==> config.mk <==
export PLATFORM = sky130hd
export DESIGN_NAME = bus_fifo_port
export DESIGN_NICKNAME = d
export VERILOG_FILES = /design/src/rtl/bus_fifo_port_pkg.sv /design/src/rtl/bus_fifo_core.sv /design/src/rtl/bus_fifo_port.sv
export SDC_FILE = /design/constraint.sdc
export NUM_CORES = 1
export LEC_CHECK = 0
export CAP_MARGIN = 0
export CORE_MARGIN = 2
export CORE_UTILIZATION = 45
export CTS_BUF_LIST = sky130_fd_sc_hd__clkbuf_16
export CTS_CLUSTER_DIAMETER = 60
export CTS_CLUSTER_SIZE = 25
export DETAILED_ROUTE_END_ITERATION = 7
export HOLD_SLACK_MARGIN = 0.15
export PLACE_DENSITY = 0.72
export SKIP_CTS_REPAIR_TIMING = 1
export SLEW_MARGIN = 20
export SYNTH_ARGS = -nofsm -noshare
export SYNTH_HDL_FRONTEND = slang
export SYNTH_SLANG_ARGS = --single-unit
==> constraint.sdc <==
create_clock -name bus_clk -period 4.8 [get_ports bus_clk]
set_input_delay 1.44 -clock bus_clk [delete_from_list [all_inputs] [get_ports bus_clk]]
set_output_delay 1.44 -clock bus_clk [all_outputs]
set_load 0.02 [all_outputs]
==> src/rtl/bus_fifo_port_pkg.sv <==
// Shared definitions for bus_fifo_port: sub-bus field positions, register
// offsets and STATUS bit positions.
package bus_fifo_port_pkg;

    // Sub-bus request layout: {addr[31:0], be[3:0], wr_data[31:0], rd_req, wr_req}
    localparam int BUS_IN_WIDTH  = 70;
    localparam int BI_WR_REQ     = 0;
    localparam int BI_RD_REQ     = 1;
    localparam int BI_WDATA_LSB  = 2;
    localparam int BI_BE_LSB     = 34;
    localparam int BI_ADDR_LSB   = 38;

    // Sub-bus response layout: {rd_data[31:0], rd_ack}
    localparam int BUS_OUT_WIDTH = 33;
    localparam int BO_RD_ACK     = 0;
    localparam int BO_RDATA_LSB  = 1;

    // Register offsets within the 16-byte block
    localparam logic [3:0] REG_DATA   = 4'h0;
    localparam logic [3:0] REG_STATUS = 4'h4;
    localparam logic [3:0] REG_THRESH = 4'h8;

    // STATUS bit positions
    localparam int ST_TX_CNT_LSB = 0;
    localparam int ST_RX_CNT_LSB = 8;
    localparam int ST_TX_FULL    = 16;
    localparam int ST_RX_EMPTY   = 17;
    localparam int ST_TX_OVF     = 18;
    localparam int ST_RX_UNF     = 19;

    // A count of up to 256 is shown in one byte; 256 wraps to 0 and the
    // full/empty flags disambiguate it.
    function automatic logic [7:0] count_byte(input logic [8:0] cnt);
        return cnt[7:0];
    endfunction

endpackage

==> src/rtl/bus_fifo_core.sv <==
// Synchronous FIFO with extra-MSB pointers; head is shown combinationally.
// Pushes into a full FIFO and pops from an empty FIFO are ignored.
module bus_fifo_core #(
    parameter int DEPTH_LOG2 = 4,
    parameter int DATA_WIDTH = 32
) (
    input  logic                  clk,
    input  logic                  rst_n,
    input  logic                  push_i,
    input  logic [DATA_WIDTH-1:0] push_data_i,
    input  logic                  pop_i,
    output logic [DATA_WIDTH-1:0] head_o,
    output logic                  full_o,
    output logic                  empty_o,
    output logic [DEPTH_LOG2:0]   count_o
);

    localparam int DEPTH = 1 << DEPTH_LOG2;
    localparam int CW    = DEPTH_LOG2 + 1;

    logic [DATA_WIDTH-1:0] mem_q [DEPTH];
    logic [CW-1:0]         wr_ptr_q, wr_ptr_d;
    logic [CW-1:0]         rd_ptr_q, rd_ptr_d;
    logic                  do_push;
    logic                  do_pop;

    assign full_o  = (wr_ptr_q[DEPTH_LOG2] != rd_ptr_q[DEPTH_LOG2]) &&
                     (wr_ptr_q[DEPTH_LOG2-1:0] == rd_ptr_q[DEPTH_LOG2-1:0]);
    assign empty_o = (wr_ptr_q == rd_ptr_q);
    assign count_o = wr_ptr_q - rd_ptr_q;
    assign do_push = push_i && !full_o;
    assign do_pop  = pop_i && !empty_o;
    assign head_o  = mem_q[rd_ptr_q[DEPTH_LOG2-1:0]];

    // Pointer advance on accepted push/pop
    always_comb begin
        wr_ptr_d = wr_ptr_q;
        rd_ptr_d = rd_ptr_q;
        if (do_push) wr_ptr_d = wr_ptr_q + CW'(1);
        if (do_pop)  rd_ptr_d = rd_ptr_q + CW'(1);
    end

    // Pointer registers; reset empties the FIFO
    always_ff @(posedge clk or negedge rst_n) begin
        if (!rst_n) begin
            wr_ptr_q <= '0;
            rd_ptr_q <= '0;
        end else begin
            wr_ptr_q <= wr_ptr_d;
            rd_ptr_q <= rd_ptr_d;
        end
    end

    // Storage write; contents need no reset since the pointers gate visibility
    always_ff @(posedge clk) begin
        if (do_push) mem_q[wr_ptr_q[DEPTH_LOG2-1:0]] <= push_data_i;
    end

endmodule

==> src/rtl/bus_fifo_port.sv <==
// Bus slave exposing a TX FIFO (bus writes -> stream) and an RX FIFO
// (stream -> bus reads) through DATA and STATUS registers.
// Optional build macro BUS_FIFO_PORT_IRQ_EN adds the THRESH register and irq.
module bus_fifo_port
    import bus_fifo_port_pkg::*;
#(
    parameter logic [31:0] BUS_ADDR   = 32'h0,
    parameter int          DEPTH_LOG2 = 4,
    parameter int          DATA_WIDTH = 32
) (
    input  logic                     bus_clk,
    input  logic                     bus_reset_l,
    input  logic [BUS_IN_WIDTH-1:0]  bus_in,
    output logic [BUS_OUT_WIDTH-1:0] bus_out,
    output logic [DATA_WIDTH-1:0]    tx_data,
    output logic                     tx_valid,
    input  logic                     tx_ready,
    input  logic [DATA_WIDTH-1:0]    rx_data,
    input  logic                     rx_valid,
    output logic                     rx_ready
`ifdef BUS_FIFO_PORT_IRQ_EN
    ,
    output logic                     irq
`endif
);

    localparam int CW = DEPTH_LOG2 + 1;

    logic [31:0] addr;
    logic [3:0]  be;
    logic [31:0] wdata;
    logic        rd_req;
    logic        wr_req;
    logic        unused_bus;

    assign addr   = bus_in[BI_ADDR_LSB +: 32];
    assign be     = bus_in[BI_BE_LSB +: 4];
    assign wdata  = bus_in[BI_WDATA_LSB +: 32];
    assign rd_req = bus_in[BI_RD_REQ];
    assign wr_req = bus_in[BI_WR_REQ];
    assign unused_bus = ^{addr[1:0], be, wdata};

    logic       hit;
    logic [3:0] reg_off;
    logic       sel_data;
    logic       sel_status;

    assign hit        = (addr[31:4] == BUS_ADDR[31:4]);
    assign reg_off    = {addr[3:2], 2'b00};
    assign sel_data   = hit && (reg_off == REG_DATA);
    assign sel_status = hit && (reg_off == REG_STATUS);

    logic wr_data_hit;
    logic rd_data_hit;

    assign wr_data_hit = wr_req && sel_data;
    assign rd_data_hit = rd_req && sel_data;

    logic                  tx_full, tx_empty;
    logic [CW-1:0]         tx_count;
    logic                  rx_full, rx_empty;
    logic [CW-1:0]         rx_count;
    logic [DATA_WIDTH-1:0] rx_head;

    bus_fifo_core #(
        .DEPTH_LOG2 (DEPTH_LOG2),
        .DATA_WIDTH (DATA_WIDTH)
    ) u_tx_fifo (
        .clk         (bus_clk),
        .rst_n       (bus_reset_l),
        .push_i      (wr_data_hit),
        .push_data_i (wdata[DATA_WIDTH-1:0]),
        .pop_i       (tx_valid && tx_ready),
        .head_o      (tx_data),
        .full_o      (tx_full),
        .empty_o     (tx_empty),
        .count_o     (tx_count)
    );

    bus_fifo_core #(
        .DEPTH_LOG2 (DEPTH_LOG2),
        .DATA_WIDTH (DATA_WIDTH)
    ) u_rx_fifo (
        .clk         (bus_clk),
        .rst_n       (bus_reset_l),
        .push_i      (rx_valid && rx_ready),
        .push_data_i (rx_data),
        .pop_i       (rd_data_hit),
        .head_o      (rx_head),
        .full_o      (rx_full),
        .empty_o     (rx_empty),
        .count_o     (rx_count)
    );

    assign tx_valid = !tx_empty;
    assign rx_ready = !rx_full;

    logic tx_ovf_q, tx_ovf_d;
    logic rx_unf_q, rx_unf_d;
    logic tx_ovf_clr, rx_unf_clr;

    assign tx_ovf_clr = wr_req && sel_status && be[2] && wdata[ST_TX_OVF];
    assign rx_unf_clr = wr_req && sel_status && be[2] && wdata[ST_RX_UNF];

    // Sticky error flags: W1C clear first, so a same-cycle set wins
    always_comb begin
        tx_ovf_d = tx_ovf_q;
        rx_unf_d = rx_unf_q;
        if (tx_ovf_clr) tx_ovf_d = 1'b0;
        if (rx_unf_clr) rx_unf_d = 1'b0;
        if (wr_data_hit && tx_full)  tx_ovf_d = 1'b1;
        if (rd_data_hit && rx_empty) rx_unf_d = 1'b1;
    end

`ifdef BUS_FIFO_PORT_IRQ_EN
    logic          sel_thresh;
    logic [CW-1:0] thresh_q, thresh_d;
    logic          irq_q, irq_d;

    assign sel_thresh = hit && (reg_off == REG_THRESH);

    // Threshold register write and registered interrupt cause
    always_comb begin
        thresh_d = thresh_q;
        if (wr_req && sel_thresh) thresh_d = wdata[CW-1:0];
        irq_d = ((thresh_q != '0) && (rx_count >= thresh_q)) || tx_ovf_q || rx_unf_q;
    end

    // IRQ state registers
    always_ff @(posedge bus_clk or negedge bus_reset_l) begin
        if (!bus_reset_l) begin
            thresh_q <= '0;
            irq_q    <= 1'b0;
        end else begin
            thresh_q <= thresh_d;
            irq_q    <= irq_d;
        end
    end

    assign irq = irq_q;
`endif

    logic [31:0] status_word;
    logic [31:0] rd_mux;
    logic [31:0] rd_data_q, rd_data_d;
    logic        rd_ack_q, rd_ack_d;

    // STATUS assembly and read-data selection; an empty RX pop reads 0
    always_comb begin
        status_word = '0;
        status_word[ST_TX_CNT_LSB +: 8] = count_byte(9'(tx_count));
        status_word[ST_RX_CNT_LSB +: 8] = count_byte(9'(rx_count));
        status_word[ST_TX_FULL]         = tx_full;
        status_word[ST_RX_EMPTY]        = rx_empty;
        status_word[ST_TX_OVF]          = tx_ovf_q;
        status_word[ST_RX_UNF]          = rx_unf_q;

        rd_mux = '0;
        case (reg_off)
            REG_DATA:   if (!rx_empty) rd_mux = 32'(rx_head);
            REG_STATUS: rd_mux = status_word;
`ifdef BUS_FIFO_PORT_IRQ_EN
            REG_THRESH: rd_mux = 32'(thresh_q);
`endif
            default:    rd_mux = '0;
        endcase

        rd_ack_d  = rd_req && hit;
        rd_data_d = rd_ack_d ? rd_mux : '0;
    end

    // Read response pipeline and sticky flag registers
    always_ff @(posedge bus_clk or negedge bus_reset_l) begin
        if (!bus_reset_l) begin
            rd_ack_q  <= 1'b0;
            rd_data_q <= '0;
            tx_ovf_q  <= 1'b0;
            rx_unf_q  <= 1'b0;
        end else begin
            rd_ack_q  <= rd_ack_d;
            rd_data_q <= rd_data_d;
            tx_ovf_q  <= tx_ovf_d;
            rx_unf_q  <= rx_unf_d;
        end
    end

    // Response packing; fields not listed stay 0
    always_comb begin
        bus_out = '0;
        bus_out[BO_RD_ACK]         = rd_ack_q;
        bus_out[BO_RDATA_LSB +: 32] = rd_data_q;
    end

endmodule

==> results of run 1 <==
worst max-delay path, cell delays in order (launching register included):
cell             delay (ns)
dfrtp_4                0.59
buf_12                 0.30
mux4_2                 0.55
mux4_2                 0.49
clkdlybuf4s50_1        0.58
worst min path at each step:
stage,startpoint,endpoint,slack (ns),depth (start not counted)
after floorplan,u_tx_fifo.rd_ptr_q[3],u_tx_fifo.rd_ptr_q[3],0.49,1
after global placement,u_tx_fifo.rd_ptr_q[3],u_tx_fifo.rd_ptr_q[3],0.50,1
after detailed placement,u_tx_fifo.rd_ptr_q[4],u_tx_fifo.rd_ptr_q[4],0.52,1
after CTS,u_tx_fifo.wr_ptr_q[4],u_tx_fifo.wr_ptr_q[4],0.54,1
after global routing,u_tx_fifo.rd_ptr_q[4],u_tx_fifo.rd_ptr_q[4],0.56,1
final,u_tx_fifo.wr_ptr_q[4],u_tx_fifo.wr_ptr_q[4],0.54,1
where the power goes:
part	internal (µW)	total, µW	switching, µW	leakage (µW)
logic	2320	4670	2340	0.00376
registers	10800	11000	209	0.00994
clock network	3080	6490	3400	0.00124
registers in the layout, indices dropped and copies added (netlist names):
register	flops
u_tx_fifo.wr_ptr_q	5
tx_ovf_q	1
u_rx_fifo.rd_ptr_q	5
rx_unf_q	1
u_rx_fifo.wr_ptr_q	5
u_rx_fifo.mem_q	512
rd_data_q	32
u_tx_fifo.mem_q	512
rd_ack_q	1
u_tx_fifo.rd_ptr_q	5
routing by layer:
layer,wire length (µm),global-route usage,share of wire,up-vias
li1,-,-,-,7907
met1,33800,0.248,0.39,10245
met2,45000,0.319,0.52,738
met3,6860,0.0398,0.079,110
met4,1440,0.0439,0.016,12
met5,83,0,0.00095,-
metrics by stage:
| step | setup WS [ns] | total power (µW) | instance area (µm²) |
|---|---|---|---|
| 6_report | 0.177 | 22100 | 47700 |
| 5_1_grt | 0.0526 | 23000 | 47700 |
| 4_1_cts | -0.222 | 22300 | 47600 |
| 3_5_place_dp | 0.478 | 15900 | 45200 |
| 3_3_place_gp | 0.489 | 15700 | 45200 |
| 2_1_floorplan | 0.597 | 14100 | 41400 |
cell type report:
type | count | area [µm²]
multi-input combinational | 564 | 8900
clock buffer | 74 | 1850
sequential | 1079 | 32100
fill | 6805 | 43600
tap | 1186 | 1480
antenna | 2 | 5.00
inverter | 19 | 71.3
timing repair buffer | 247 | 2650
clock inverter | 57 | 642
cell usage after synthesis, drive strengths merged:
| cell | number |
|---|---|
| or4 | 2 |
| and2 | 2 |
| inv | 19 |
| o21a | 1 |
| nand2 | 21 |
| and3b | 2 |
| o2111ai | 2 |
| clkbuf | 37 |
| a21oi | 10 |
| edfxtp | 1024 |
| nor4 | 15 |
| nand3b | 2 |
| nor4b | 1 |
| o21ai | 7 |
| xor2 | 9 |
| and3 | 16 |
| dfrtp | 55 |
| nor3 | 9 |
| or2 | 6 |
| mux4 | 304 |
| a31oi | 6 |
| nand4 | 7 |
| a21boi | 1 |
| mux2i | 4 |
| and4 | 1 |
| fa | 2 |
| nor2b | 22 |
| a32oi | 1 |
| o2bb2ai | 2 |
| ha | 18 |
| nor2 | 14 |
| a22oi | 9 |
| a211oi | 2 |
| xnor2 | 13 |
| a2111oi | 1 |
| o211ai | 14 |
| nand2b | 10 |
| buf | 50 |
| mux2 | 19 |
| nand3 | 5 |
| a21o | 4 |
cell families (layout without fill, tap and decap cells):
kind of cell	after synthesis	count (layout)
compound gates	60	60
simple gates	135	135
fa+ha+maj	20	20
flops	1079	1079
mux	327	327
buf+inv	106	397
other cells	0	2
xor+xnor	22	22
==> impl_metrics.toml, run 1 <==
[global_route]
antenna_found_initial = 10
grt-ovfl-total = 0
grt_max_degree = 117
grt_pass1_vias = 19657
globalRouteTotalUtil = 0.187
grt_pass1_wl_um = 129000

[synthesis]
synth-compound-area-share = 0.00998
ys_seq_area_frac = 0.777
syn_nets = 1875
synthXorXnorAreaFrac = 0.00484
synthTopCellsByArea = "edfxtp_1, mux4_2, dfrtp_1"
ys_ff_latch = 1079
synth_warnings = 0
synth.mux.area_fraction = 0.172
avgSynthCellArea_um2 = 23.6
synth_top_cell_area_share = 0.744
yosys.area.top_type = "edfxtp_1"
synthSimpleGateAreaFrac = 0.0184
ys_types = 51
syn_area_mm2 = 0.0414
synth-adder-area-share = 0.00641
syn_inst = 1749
synth_top_family_by_area = "multiplexers"

[critical_path]
r2r_cells = 6
r2r_start = "u_rx_fifo.rd_ptr_q[1]"
crit_type = "reg -> out"
cp-start-kind = "register"
worstPathRequired_ns = 3.36
crit_path_end = "tx_data[10]"
endpoint_kind = "output pin"
crit_fanout = 32
r2r_slack_ns = 1.40
cp.arrival_ns = 3.18
r2r_end = "rd_data_q[2]"
timing.critical_path.from = "u_tx_fifo.rd_ptr_q[0]"

[floorplan]
rows = 111
initial_core_util = 0.453
fp.coreArea_mm2 = 0.0914
die-area_mm2 = 0.0943
io_pins = 173
die_h_um = 307
dieWidth_um = 307

[clocking]
cts.reportedPaths.clkPinSlew_ns = 0.07
htreeDepth = 3
cts_tree = "built"
clock_latency_ns = 0.67
clockRootBuffer = "clkbuf_16"
clkSinkCount = 1079
clock_path_buffers = 3
cts_buffers = 71

[power]
leakagePower_uw = 0.0149
ir_worst_vdd_mv = 0.300
powerDensity_mw_per_mm2 = 464

[timing]
setup_viol = 0
grt_setup_unrepaired = "no"
tns_ns = 0
min_period_over_period = 0.963
finClkSkew_ns = 0.0365
hold_violations = 0
post-route-min-period_ns = 4.62
relSlewSlack = 0.359
fin_hold_ws_ns = 0.536
tightest_slew_ns = 0.961
fmax_mhz = 216
finalMaxSlewViolations = 0

[placed_design]
dp_hpwl_um = 48500
io_buffers = 167
gp_congestion = 0.780
numPlacedInstances = 3088

[run_status]
status = "complete, no violations"

[finish]
final_cells = 3228
final_cell_mix = "edfxtp_1, mux4_2, clkdlybuf4s50_1, clkbuf_16, buf_4"
final_common_cell = "edfxtp_1"
final_layout_size_suffix_gt1_frac = 0.281
nets = 2108
postLayoutCoreUtil = 0.522
syn2layout_area_growth_pct = 15.4

[worst_hold_path]
hp-class = "reg -> reg"

[detailed_routing]
drt_iter0_drc = 1963
drt-wirelength-per-cell_um = 27.0
drtAntennaViolNets = 0
first_pass_iters = 5
wl_um = 87100
drcViolationCount = 0
via_count = 19012
vias_per_cell = 5.89

[flow_run]
cap_violations = 0
Power figures use the tool's default switching activity.
==> run 2: changes to the inputs <==
- CAP_MARGIN: 0 -> default
- CELL_PAD_IN_SITES_DETAIL_PLACEMENT: default -> 0
- CELL_PAD_IN_SITES_GLOBAL_PLACEMENT: default -> 1
- PLACE_DENSITY: 0.72 -> 0.79
==> impl_metrics.toml, run 2 (same netlist as run 1, synthesis figures left out) <==
[global_route]
grt_pass1_vias = 19945
antenna_found_initial = 10
grt_pass1_wl_um = 130000
grt_max_degree = 117
grt-ovfl-total = 0
globalRouteTotalUtil = 0.188

[power]
ir_worst_vdd_mv = 0.372
powerDensity_mw_per_mm2 = 468
leakagePower_uw = 0.0150

[floorplan]
initial_core_util = 0.453
die-area_mm2 = 0.0943
rows = 111
io_pins = 173
dieWidth_um = 307
die_h_um = 307
fp.coreArea_mm2 = 0.0914

[detailed_routing]
drtAntennaViolNets = 0
first_pass_iters = 5
drt-wirelength-per-cell_um = 27.4
drt_iter0_drc = 2009
vias_per_cell = 5.86
wl_um = 88400
via_count = 18918
drcViolationCount = 0

[timing]
grt_setup_unrepaired = "no"
fmax_mhz = 212
finClkSkew_ns = 0.0213
fin_hold_ws_ns = 0.527
setup_viol = 0
tightest_slew_ns = 1.02
min_period_over_period = 0.983
finalMaxSlewViolations = 0
relSlewSlack = 0.319
hold_violations = 0
post-route-min-period_ns = 4.72

[critical_path]
cp_slowest_stage_delay_ns = 0.80
worst_path_most_repeated_cell = "mux4_2"
crit_fanout = 40
worstPathRequired_ns = 3.36
path_cells = "buf_12, mux4_2, mux4_2, clkdlybuf4s50_1"
cp-start-kind = "register"
r2r_end = "u_rx_fifo.mem_q[14][1]"
r2r_cells = 7
timing.critical_path.from = "u_tx_fifo.rd_ptr_q[1]"
r2r_start = "u_rx_fifo.rd_ptr_q[2]"
crit_path_end = "tx_data[28]"
cp.depth = 4
critical_path_buf_inv_count = 2
crit_type = "reg -> out"
cpLargestDelayFamily = "multiplexers"
endpoint_kind = "output pin"
slowest_stage = "dfrtp_4"
r2r_slack_ns = 0.93
cp.arrival_ns = 3.28

[clocking]
cts.reportedPaths.clkPinSlew_ns = 0.08
clock_latency_ns = 0.66
clockRootBuffer = "clkbuf_16"
cts_tree = "built"
htreeDepth = 3
clkSinkCount = 1079
cts_buffers = 73
clock_path_buffers = 3

[finish]
syn2layout_area_growth_pct = 16.2
final_common_cell = "edfxtp_1"
final_cell_mix = "edfxtp_1, mux4_2, clkdlybuf4s50_1, clkbuf_16, dfrtp_1"
final_cells = 3231
final_layout_size_suffix_gt1_frac = 0.284
nets = 2110

[placed_design]
io_buffers = 167
gp_congestion = 0.789
dp_hpwl_um = 50000
numPlacedInstances = 3083

[worst_hold_path]
hp-class = "reg -> reg"

[run_status]
status = "complete, no violations"

[flow_run]
cap_violations = 0
==> run 2: worst reg2reg max path: cells and delay by family (launching register included) <==
family                   cells  cell delay [ns]
flip-flops                   1             0.64
adder cells (fa/ha/maj)      1             0.42
AND/OR/NAND/NOR              3             1.39
buffers and inverters        2             0.50
AO/OA/AOI/OAI                1             0.61
==> run 2: where the power goes <==
part           switching, µW  internal (µW)  total, µW
Sequential               245          10800      11000
Combinational           2350           2350       4690
Clock                   3520           3260       6780
==> run 2: metrics by stage <==
step | total power [µW] | area [µm²] | setup TNS [ns] | setup WS (ns) | utilization
2_1_floorplan | 14100 | 41400 | 0 | 0.597 | -
3_3_place_gp | 15800 | 45300 | 0 | 0.532 | 0.496
3_5_place_dp | 15900 | 45300 | 0 | 0.524 | 0.496
4_1_cts | 22600 | 47900 | -0.898 | -0.102 | 0.525
5_1_grt | 23300 | 48100 | 0 | 0.00837 | 0.526
6_report | 22500 | 48100 | 0 | 0.0825 | 0.526
==> run 2: worst min-delay path by stage <==
| stage | start | to | slack, ns | cells after the start |
|---|---|---|---|---|
| after floorplan | u_tx_fifo.rd_ptr_q[3] | u_tx_fifo.rd_ptr_q[3] | 0.49 | 1 |
| after global placement | u_tx_fifo.rd_ptr_q[3] | u_tx_fifo.rd_ptr_q[3] | 0.51 | 1 |
| after detailed placement | u_tx_fifo.rd_ptr_q[3] | u_tx_fifo.rd_ptr_q[3] | 0.52 | 1 |
| after CTS | u_tx_fifo.rd_ptr_q[3] | u_tx_fifo.rd_ptr_q[3] | 0.54 | 1 |
| after global routing | u_tx_fifo.wr_ptr_q[4] | u_tx_fifo.wr_ptr_q[4] | 0.56 | 1 |
| final | u_tx_fifo.rd_ptr_q[3] | u_tx_fifo.rd_ptr_q[3] | 0.53 | 1 |
==> run 2: metal layers <==
| metal | up-vias | wire length, µm | global-route usage |
|---|---|---|---|
| met5 | - | 120 | 0 |
| met4 | 18 | 2360 | 0.0556 |
| met3 | 142 | 6490 | 0.0389 |
| met2 | 715 | 45900 | 0.323 |
| met1 | 10119 | 33500 | 0.244 |
| li1 | 7924 | - | - |
==> run 2: final cells by class <==
class / instances / area [µm²]
antenna: 1 / 2.50
tap: 1186 / 1480
timing repair buffer: 247 / 2840
multi-input combinational: 564 / 8900
clock inverter: 62 / 797
inverter: 19 / 71.3
fill: 6823 / 43300
sequential: 1079 / 32100
clock buffer: 73 / 1830
==> run 3: changes to the inputs <==
- CORE_MARGIN: 2 -> 3
==> impl_metrics.toml, run 3 (same netlist as run 1, synthesis figures left out) <==
[power]
p_seq_frac = 0.501
powerDensity_mw_per_mm2 = 459
finalPower_uw = 21900
ir_worst_vdd_mv = 0.367
power_switching_uw = 5880
p_comb_frac = 0.213
internal-power_uw = 16000
leakagePower_uw = 0.0148
netSwitchingFraction = 0.269
pwr-share-clk = 0.286

[floorplan]
rows = 110
fp.coreArea_mm2 = 0.0906
die_h_um = 309
die-area_mm2 = 0.0956
io_pins = 173
initial_core_util = 0.457
dieWidth_um = 309

[timing]
min_period_over_period = 0.962
grt_setup_unrepaired = "no"
finalMaxSlewViolations = 0
finClkSkew_ns = 0.0397
tns_ns = 0
fmax_mhz = 217
relSlewSlack = 0.368
post-route-min-period_ns = 4.62
hold_violations = 0
setup_viol = 0
tightest_slew_ns = 0.948

[critical_path]
endpoint_kind = "output pin"
cpLargestDelayFamily = "multiplexers"
slowest_stage = "clkdlybuf4s50_1"
crit_type = "reg -> out"
cp.arrival_ns = 3.18
critical_path_buf_inv_count = 3
path_cells = "buf_4, buf_12, mux4_2, mux4_2, clkdlybuf4s50_1"
cp-start-kind = "register"
worst_path_most_repeated_cell = "mux4_2"
crit_fanout = 24
worstPathRequired_ns = 3.36
cp_slowest_stage_delay_ns = 0.56

[finish]
final_layout_size_suffix_gt1_frac = 0.274
final_cell_mix = "edfxtp_1, mux4_2, clkdlybuf4s50_1, clkbuf_16, dfrtp_1"
syn2layout_area_growth_pct = 15.3
final_common_cell = "edfxtp_1"
final_cells = 3201
nets = 2097

[clocking]
cts.reportedPaths.clkPinSlew_ns = 0.08
clkSinkCount = 1079
clock_latency_ns = 0.63
clockRootBuffer = "clkbuf_16"
htreeDepth = 3
cts_buffers = 68
cts_tree = "built"
clock_path_buffers = 3

[worst_hold_path]
hp-class = "reg -> reg"

[global_route]
grt_pass1_wl_um = 128000
grt_max_degree = 128
grt-ovfl-total = 0
antenna_found_initial = 10
grt_pass1_vias = 19530
globalRouteTotalUtil = 0.182

[run_status]
status = "complete, no violations"

[detailed_routing]
first_pass_iters = 7
drt-wirelength-per-cell_um = 26.8
via_count = 18605
drtAntennaViolNets = 0
drcViolationCount = 0
wl_um = 85900
vias_per_cell = 5.81
drt_iter0_drc = 2187

[placed_design]
dp_hpwl_um = 48300
numPlacedInstances = 3072
io_buffers = 167
gp_congestion = 0.813

[flow_run]
cap_violations = 0
-- run 3: power by group through the flow --
| stage | logic (µW) | registers, µW | clock network (µW) |
|---|---|---|---|
| finish | 4660 | 11000 | 6250 |
| global route | 4960 | 11000 | 6750 |
| CTS | 4690 | 11000 | 6420 |
| detailed placement | 4680 | 11200 | 0 |
| global placement | 4600 | 11200 | 0 |
| floorplan | 2980 | 11100 | 0 |
-- run 3: cell type report --
class                           instances  area, µm²
Fill cell                            6778      42900
Timing Repair Buffer                  239       2730
Antenna cell                            5       12.5
Sequential cell                      1079      32100
Clock buffer                           70       1750
Inverter                               19       71.3
Multi-Input combinational cell        564       8900
Tap cell                             1176       1470
Clock inverter                         49        598
-- run 3: path summary, 6_finish.rpt --
path / to / startpoint / slack, ns / depth (start not counted)
max: tx_data[22] / u_tx_fifo.rd_ptr_q[0] / 0.18 / 5
min: u_tx_fifo.wr_ptr_q[4] / u_tx_fifo.wr_ptr_q[4] / 0.53 / 1
max reg2reg: u_rx_fifo.mem_q[12][1] / u_rx_fifo.rd_ptr_q[2] / 1.32 / 8
min reg2reg: u_tx_fifo.wr_ptr_q[4] / u_tx_fifo.wr_ptr_q[4] / 0.53 / 1
max in group asynchronous: u_tx_fifo.rd_ptr_q[0] / bus_reset_l / 3.19 / 1
min in group asynchronous: rd_data_q[15] / bus_reset_l / 0.90 / 1
-- run 3: metal layers --
metal | vias up | share of wire | GRT usage
met2 | 671 | 0.51 | 0.307
li1 | 7882 | - | -
met4 | 6 | 0.022 | 0.0452
met3 | 118 | 0.071 | 0.0359
met1 | 9928 | 0.39 | 0.245
met5 | - | 0.00045 | 0
-- run 3: metrics by stage --
stage	util	hold WS [ns]	cell area [µm²]	setup slack, ns
floorplan	-	0.486	41400	0.597
finish	0.526	0.534	47700	0.183
global placement	0.500	0.502	45300	0.593
detailed placement	0.500	0.520	45300	0.586
CTS	0.526	0.535	47600	-0.0971
global route	0.526	0.553	47700	0.0518
